--- config.mk ---
export PLATFORM = sky130hd
export DESIGN_NAME = regfile_wr_arb
export DESIGN_NICKNAME = d
export VERILOG_FILES = /design/src/rtl/regfile_pkg.sv /design/src/rtl/regfile_wr_arb_pick.sv /design/src/rtl/regfile_wr_arb.sv
export SDC_FILE = /design/constraint.sdc
export NUM_CORES = 1
export LEC_CHECK = 0
export CAP_MARGIN = 0
export CORE_MARGIN = 4
export CORE_UTILIZATION = 40
export DETAILED_ROUTE_END_ITERATION = 8
export PLACE_DENSITY_LB_ADDON = 0.1
export SYNTH_ARGS = -nofsm -noshare
export SYNTH_HDL_FRONTEND = slang
export SYNTH_SLANG_ARGS = --single-unit
--- constraint.sdc ---
create_clock -name clk -period 4.02 [get_ports clk]
set_clock_uncertainty 0.15 [all_clocks]
set_input_delay 0.402 -clock clk [delete_from_list [all_inputs] [get_ports clk]]
set_output_delay 0.402 -clock clk [all_outputs]
set_load 0.01 [all_outputs]
--- src/rtl/regfile_pkg.sv ---
// regfile_pkg: shared definitions for the register-file write path.
//   - default width/count constants used as parameter defaults
//   - regfile_wr_req_t: one write request {addr, data} at default widths
//   - wrap_inc: modular increment used by the rotating-priority scan
package regfile_pkg;

    localparam int N_REQ_DEF         = 4;
    localparam int N_WRITE_PORTS_DEF = 2;
    localparam int ENTRY_WIDTH_DEF   = 32;
    localparam int N_ENTRIES_DEF     = 32;
    localparam int PTR_WIDTH_DEF     = $clog2(N_ENTRIES_DEF);

    typedef struct packed {
        logic [PTR_WIDTH_DEF-1:0]   addr;
        logic [ENTRY_WIDTH_DEF-1:0] data;
    } regfile_wr_req_t;

    function automatic int wrap_inc(input int i, input int n);
        return (i + 1 >= n) ? 0 : i + 1;
    endfunction

endpackage

--- src/rtl/regfile_wr_arb_pick.sv ---
// regfile_wr_arb_pick: combinational rotating-priority, conflict-free picker.
// Scans requesters starting at rr_ptr_i and picks up to N_WRITE_PORTS valid
// requests with pairwise distinct addresses, filling slots in scan order.
// Ports:
//   rr_ptr_i    current highest-priority requester
//   valid_i     request pending per requester
//   addr_i      destination register per requester
//   hold_i      suppress every pick
//   ready_o     requester accepted this cycle
//   slot_en_o   slot carries a write
//   slot_sel_o  requester index feeding each slot
//   rr_nxt_o    next rr_ptr (last picked + 1, or unchanged when nothing picked)
// Option REGFILE_WR_ARB_X0_DROP_EN: writes to register 0 are acknowledged
// without using a slot, without conflict checks and without moving rr_ptr.
module regfile_wr_arb_pick
    import regfile_pkg::*;
#(
    parameter int N_REQ         = N_REQ_DEF,
    parameter int N_WRITE_PORTS = N_WRITE_PORTS_DEF,
    parameter int PTR_WIDTH     = PTR_WIDTH_DEF,
    parameter int IW            = $clog2(N_REQ)
) (
    input  logic [IW-1:0]                          rr_ptr_i,
    input  logic [N_REQ-1:0]                       valid_i,
    input  logic [N_REQ-1:0][PTR_WIDTH-1:0]        addr_i,
    input  logic                                   hold_i,
    output logic [N_REQ-1:0]                       ready_o,
    output logic [N_WRITE_PORTS-1:0]               slot_en_o,
    output logic [N_WRITE_PORTS-1:0][IW-1:0]       slot_sel_o,
    output logic [IW-1:0]                          rr_nxt_o
);

    logic [N_WRITE_PORTS-1:0][PTR_WIDTH-1:0] slot_addr;
    int                                      cnt;
    int                                      idx;
    logic [IW-1:0]                           idx_l;
    logic                                    hit;
    logic                                    drop;

    always_comb begin
        ready_o    = '0;
        slot_en_o  = '0;
        slot_sel_o = '0;
        slot_addr  = '0;
        rr_nxt_o   = rr_ptr_i;
        cnt        = 0;
        idx        = 0;
        idx_l      = '0;
        hit        = 1'b0;
        drop       = 1'b0;
        for (int k = 0; k < N_REQ; k++) begin
            idx = int'(rr_ptr_i) + k;
            if (idx >= N_REQ) idx = idx - N_REQ;
            idx_l = IW'(idx);
            if (!hold_i && valid_i[idx_l]) begin
                drop = 1'b0;
`ifdef REGFILE_WR_ARB_X0_DROP_EN
                drop = (addr_i[idx_l] == '0);
`endif
                if (drop) begin
                    ready_o[idx_l] = 1'b1;
                end else begin
                    // Only slots already filled this cycle take part in the
                    // address check; first in scan order wins a collision.
                    hit = 1'b0;
                    for (int s = 0; s < N_WRITE_PORTS; s++)
                        if (s < cnt && slot_addr[s] == addr_i[idx_l]) hit = 1'b1;
                    if (!hit && cnt < N_WRITE_PORTS) begin
                        ready_o[idx_l] = 1'b1;
                        for (int s = 0; s < N_WRITE_PORTS; s++) begin
                            if (s == cnt) begin
                                slot_en_o[s]  = 1'b1;
                                slot_sel_o[s] = idx_l;
                                slot_addr[s]  = addr_i[idx_l];
                            end
                        end
                        cnt      = cnt + 1;
                        rr_nxt_o = IW'(wrap_inc(idx, N_REQ));
                    end
                end
            end
        end
    end

endmodule

--- src/rtl/regfile_wr_arb.sv ---
// regfile_wr_arb: shares the register file write ports between writeback
// requesters with valid/ready handshakes and rotating priority. Accepted
// writes are registered and appear on wr_* one cycle after acceptance.
// Ports:
//   clk, rst_aL            clock, asynchronous active-low reset
//   req_valid/addr/data    requester side; req_ready is combinational
//   hold                   suppress all grants this cycle
//   wr_en/addr/data        registered register-file write ports
//   rr_ptr                 registered highest-priority requester
// Option REGFILE_WR_ARB_X0_DROP_EN (see regfile_wr_arb_pick): register 0
// writes are acknowledged and discarded.
module regfile_wr_arb
    import regfile_pkg::*;
#(
    parameter int  N_REQ         = N_REQ_DEF,
    parameter int  N_WRITE_PORTS = N_WRITE_PORTS_DEF,
    parameter int  ENTRY_WIDTH   = ENTRY_WIDTH_DEF,
    parameter int  N_ENTRIES     = N_ENTRIES_DEF,
    localparam int PTR_WIDTH     = $clog2(N_ENTRIES),
    localparam int IW            = $clog2(N_REQ)
) (
    input  logic                                     clk,
    input  logic                                     rst_aL,
    input  logic [N_REQ-1:0]                         req_valid,
    input  logic [N_REQ-1:0][PTR_WIDTH-1:0]          req_addr,
    input  logic [N_REQ-1:0][ENTRY_WIDTH-1:0]        req_data,
    output logic [N_REQ-1:0]                         req_ready,
    input  logic                                     hold,
    output logic [N_WRITE_PORTS-1:0]                 wr_en,
    output logic [N_WRITE_PORTS-1:0][PTR_WIDTH-1:0]  wr_addr,
    output logic [N_WRITE_PORTS-1:0][ENTRY_WIDTH-1:0] wr_data,
    output logic [IW-1:0]                            rr_ptr
);

    logic [N_WRITE_PORTS-1:0]                  wr_en_q,   wr_en_d;
    logic [N_WRITE_PORTS-1:0][PTR_WIDTH-1:0]   wr_addr_q, wr_addr_d;
    logic [N_WRITE_PORTS-1:0][ENTRY_WIDTH-1:0] wr_data_q, wr_data_d;
    logic [IW-1:0]                             rr_ptr_q,  rr_ptr_d;
    logic [N_WRITE_PORTS-1:0][IW-1:0]          slot_sel;

    // Reset acts like hold so req_ready is low while rst_aL is asserted.
    regfile_wr_arb_pick #(
        .N_REQ        (N_REQ),
        .N_WRITE_PORTS(N_WRITE_PORTS),
        .PTR_WIDTH    (PTR_WIDTH),
        .IW           (IW)
    ) u_pick (
        .rr_ptr_i  (rr_ptr_q),
        .valid_i   (req_valid),
        .addr_i    (req_addr),
        .hold_i    (hold | ~rst_aL),
        .ready_o   (req_ready),
        .slot_en_o (wr_en_d),
        .slot_sel_o(slot_sel),
        .rr_nxt_o  (rr_ptr_d)
    );

    always_comb begin
        wr_addr_d = '0;
        wr_data_d = '0;
        for (int s = 0; s < N_WRITE_PORTS; s++) begin
            wr_addr_d[s] = req_addr[slot_sel[s]];
            wr_data_d[s] = req_data[slot_sel[s]];
        end
    end

    always_ff @(posedge clk or negedge rst_aL) begin
        if (!rst_aL) begin
            wr_en_q   <= '0;
            wr_addr_q <= '0;
            wr_data_q <= '0;
            rr_ptr_q  <= '0;
        end else begin
            wr_en_q   <= wr_en_d;
            wr_addr_q <= wr_addr_d;
            wr_data_q <= wr_data_d;
            rr_ptr_q  <= rr_ptr_d;
        end
    end

    assign wr_en   = wr_en_q;
    assign wr_addr = wr_addr_q;
    assign wr_data = wr_data_q;
    assign rr_ptr  = rr_ptr_q;

endmodule

==> results.py <==
metrics = {
    "yosys": {
        "synth_top_family_by_area": "multiplexers",
        "async_flop_share_pct": 100.0,
        "synth-xor-area-share_pct": 2.108,
        "synth-seq-cells": 78,
        "synth_edf_count": 0,
        "syn_inst": 534,
        "synthAdderAreaFrac_pct": 0.8031,
        "synth-simple-area-share_pct": 7.147,
        "yosysSeqAreaShare_pct": 31.32,
        "synth_compound_area_share_pct": 6.987,
        "netlist_area_mm2": 0.006232,
        "synthMuxAreaShare_pct": 44.67,
        "avgSynthCellArea_um2": 11.67,
        "yosysUniqueCellTypes": 60,
        "synth_fp_nets": 693,
        "synth_ff_type": "dfrtp_1",
        "yosysWarningCount": 0,
    },
    "die": {
        "row_count": 45,
        "coreArea_mm2": 0.01526,
        "die_w_um": 132.8,
        "dieHeight_um": 132.8,
        "die_area_mm2": 0.01764,
        "initial_core_util_pct": 40.84,
        "ioPinCount": 237,
    },
    "min_path": {
        "hp-class": "in2async",
    },
    "route": {
        "wl_met1_um": 7894,
        "drc": 0,
        "vias": 5532,
        "wl_per_cell_um": 19.23,
        "wl_um": 19910,
        "viasPerCell": 5.345,
        "wl_met3_um": 1163,
        "drtPass1Iterations": 7,
        "wl_met2_um": 10460,
        "top_layer_used": "met4",
        "dr.first_iter.drc_count": 234,
        "detail-route-antenna-nets": 0,
    },
    "layout": {
        "fin_cells": 1035,
        "final_cell_mix": "231 x clkdlybuf4s50_1, 224 x mux2i_1, 77 x dfrtp_1",
        "seq_area_mm2": 0.001953,
        "n_antenna_cell": 0,
        "nets": 978,
        "layout-drive-gt1-share_pct": 17.60,
        "layout_commonest_cell": "clkdlybuf4s50_1",
        "syn_to_final_growth_pct": 54.65,
        "final.fill_count": 1225,
        "multiInputGateArea_mm2": 0.003939,
    },
    "cts": {
        "clk_pin_slew_ps": 60,
        "max-clock-path-buffers": 2,
        "cts_root_buffer": "clkbuf_16",
        "htreeDepth": 3,
        "clk-insertion-delay-late_ps": 340,
        "numCtsBuffers": 9,
        "cts_tree": "built",
        "numClockSinks": 78,
    },
    "power_and_ir_drop": {
        "powerDensity_mw_per_mm2": 664.2,
        "p_int_uw": 3971,
        "clockPowerShare_pct": 12.9,
        "vdd_drop_max_mv": 0.2649,
        "switching_share_pct": 37.97,
        "pwr-share-comb_pct": 68.6,
        "switchingPower_uw": 2430,
        "pwr-share-seq_pct": 18.4,
        "leakagePower_uw": 0.004681,
    },
    "setup_path": {
        "critPathMostFrequentCell": "buf_6",
        "critPathSlowestCell": "or3b_4",
        "reg2reg_from": "rr_ptr[0]",
        "critPathCapture": "req_ready[3]",
        "r2r_cells": 17,
        "worst-path-stages": 16,
        "arrival_ps": 3340,
        "cpPeakStageDelay_ps": 420,
        "worstReg2RegEnd": "wr_data[11]",
        "path_class": "reg2out",
        "path_cells": "inv_2 -> ha_4 -> buf_12 -> or3b_4 -> o22ai_2 -> buf_6 -> a21oi_1 -> o32ai_2 -> nand4_1 -> nor4_4 -> nor2_1 -> and3_4 -> buf_6 -> nand2_2 -> nand2_1 -> buf_2",
        "required_ps": 3470,
        "critPathMaxFanout": 8,
        "worst_setup_path_start_kind": "flop",
        "critPathTopFamily": "simple AND/OR/NAND/NOR gates",
        "worst_setup_path_end_kind": "output port",
        "cp_num_buf_inv": 5,
        "critPathLaunch": "rr_ptr[0]",
        "r2r_slack_ps": 150,
    },
    "timing": {
        "finalHoldViolCount": 0,
        "timing.final.crit_share_pct": 96.69,
        "worst_slew_pin_slew_ps": 939.1,
        "final-setup-viol-count": 0,
        "post-route-min-period_ps": 3887,
        "slew_headroom_pct": 37.39,
        "setup_slack_ps": 133.0,
        "rsz0062_at_grt": "true",
        "slew_viol_final": 0,
        "fmax_ghz": 0.2573,
    },
    "place": {
        "dp.cells": 1010,
        "port_buffers": 236,
        "dp_hpwl_um": 15170,
        "preCtsSetupSlack_ps": -107.7,
        "place.gp.congestion": 0.8892,
    },
    "run": {
        "drv_cap": 0,
    },
    "global_routing": {
        "grt_overflow": 0,
        "grt_pass1_vias": 5823,
        "grt_max_degree": 73,
        "grt_usage_pct": 21.93,
        "antenna_found_initial": 0,
        "grt_pass1_wl_um": 30890,
    },
    "run_status": {
        "outcome": "finished, final reports clean",
    },
}
==> state kept, by name, summed over array words and instances (netlist names) <==
| register | flops |
|---|---|
| wr_addr | 10 |
| rr_ptr | 2 |
| wr_data | 64 |
| wr_en | 2 |
==> power by group through the flow <==
stage	clock network, µW	logic [µW]	registers (µW)
after floorplan	0	2370	1370
after global placement	0	4190	1190
after detailed placement	0	4250	1200
after CTS	853	4310	1180
after global routing	886	4660	1210
final	827	4390	1180
==> synthesized netlist by cell type, drive strengths merged, types with 7 or more instances <==
cell type / number / area (µm²)
buf: 36 / 392.9
a21oi: 10 / 53.80
mux2i: 226 / 2266
o22ai: 7 / 56.30
inv: 8 / 30.03
dfrtp: 78 / 1952
xor2: 8 / 70.07
o21ai: 12 / 60.06
nand3: 9 / 45.04
xnor2: 7 / 61.31
mux4: 23 / 518.0
nor2: 15 / 56.30
nand2: 20 / 75.07
nand2b: 7 / 43.79
==> worst register-to-register path, stage by stage (launching register included) <==
cell and delay, ps:
dfrtp_2 400, inv_2 70, ha_4 210, buf_12 150, or3b_4 420, o22ai_2 130, buf_6 150, a21oi_1 60
o32ai_2 290, nand4_1 190, nor4_4 270, nor2_1 90, buf_4 140, buf_4 140, a32oi_4 310, buf_12 270
buf_12 170, mux2i_1 200
==> kinds of logic (layout without fill, tap and decap cells) <==
kind of cell	Yosys count	in the layout
multiplexers	249	249
AND/OR/NAND/NOR	82	82
flip-flops	78	78
AO/OA/AOI/OAI	59	59
buffers and inverters	47	337
XOR/XNOR	15	15
adder cells (fa/ha/maj)	4	4
==> metal layers <==
| metal | vias up | global-route usage [%] |
|---|---|---|
| met4 | 0 | 6.178 |
| li1 | 2617 | - |
| met1 | 2702 | 25.67 |
| met5 | - | 0 |
| met2 | 188 | 39.87 |
| met3 | 25 | 5.209 |
==> how the worst min path moves through the flow <==
stage / start / to / depth (start not counted)
2_1_floorplan: rst_aL / rr_ptr[0] / 0
3_3_place_gp: rst_aL / rr_ptr[1] / 1
6_report: rst_aL / wr_data[26] / 2
5_1_grt: rst_aL / wr_data[60] / 2
3_5_place_dp: rst_aL / wr_en[1] / 1
4_1_cts: rst_aL / wr_data[26] / 2
==> through the flow <==
| stage | hold slack, ps | instance area [µm²] | power (µW) | util (%) | setup TNS [ps] |
|---|---|---|---|---|---|
| floorplan | -43.59 | 6232 | 3743 | - | 0 |
| global placement | 127.1 | 9186 | 5375 | 60.21 | -15.63 |
| detailed placement | 122.2 | 9186 | 5448 | 60.21 | -335.3 |
| CTS | 307.2 | 9539 | 6346 | 62.52 | 0 |
| global route | 363.0 | 9638 | 6761 | 63.17 | -59.85 |
| finish | 259.4 | 9638 | 6401 | 63.17 | 0 |
==> what timing repair did <==
action,CTS,global route
setup endpoints to repair,4,48
endpoints found under the hold margin,6,0
hold buffers,1,0
setup buffers,2,7
pin swaps,11,10
cloned,0,1
resized for setup,20,21
==> layout make-up <==
cell class	count	area share [%]
Clock buffer	11	2.519
Inverter	8	0.3116
Multi-Input combinational cell	409	40.87
Clock inverter	5	0.5842
Tap cell	211	2.739
Timing Repair Buffer	313	32.71
Sequential cell	78	20.26
Power figures use the tool's default switching activity.
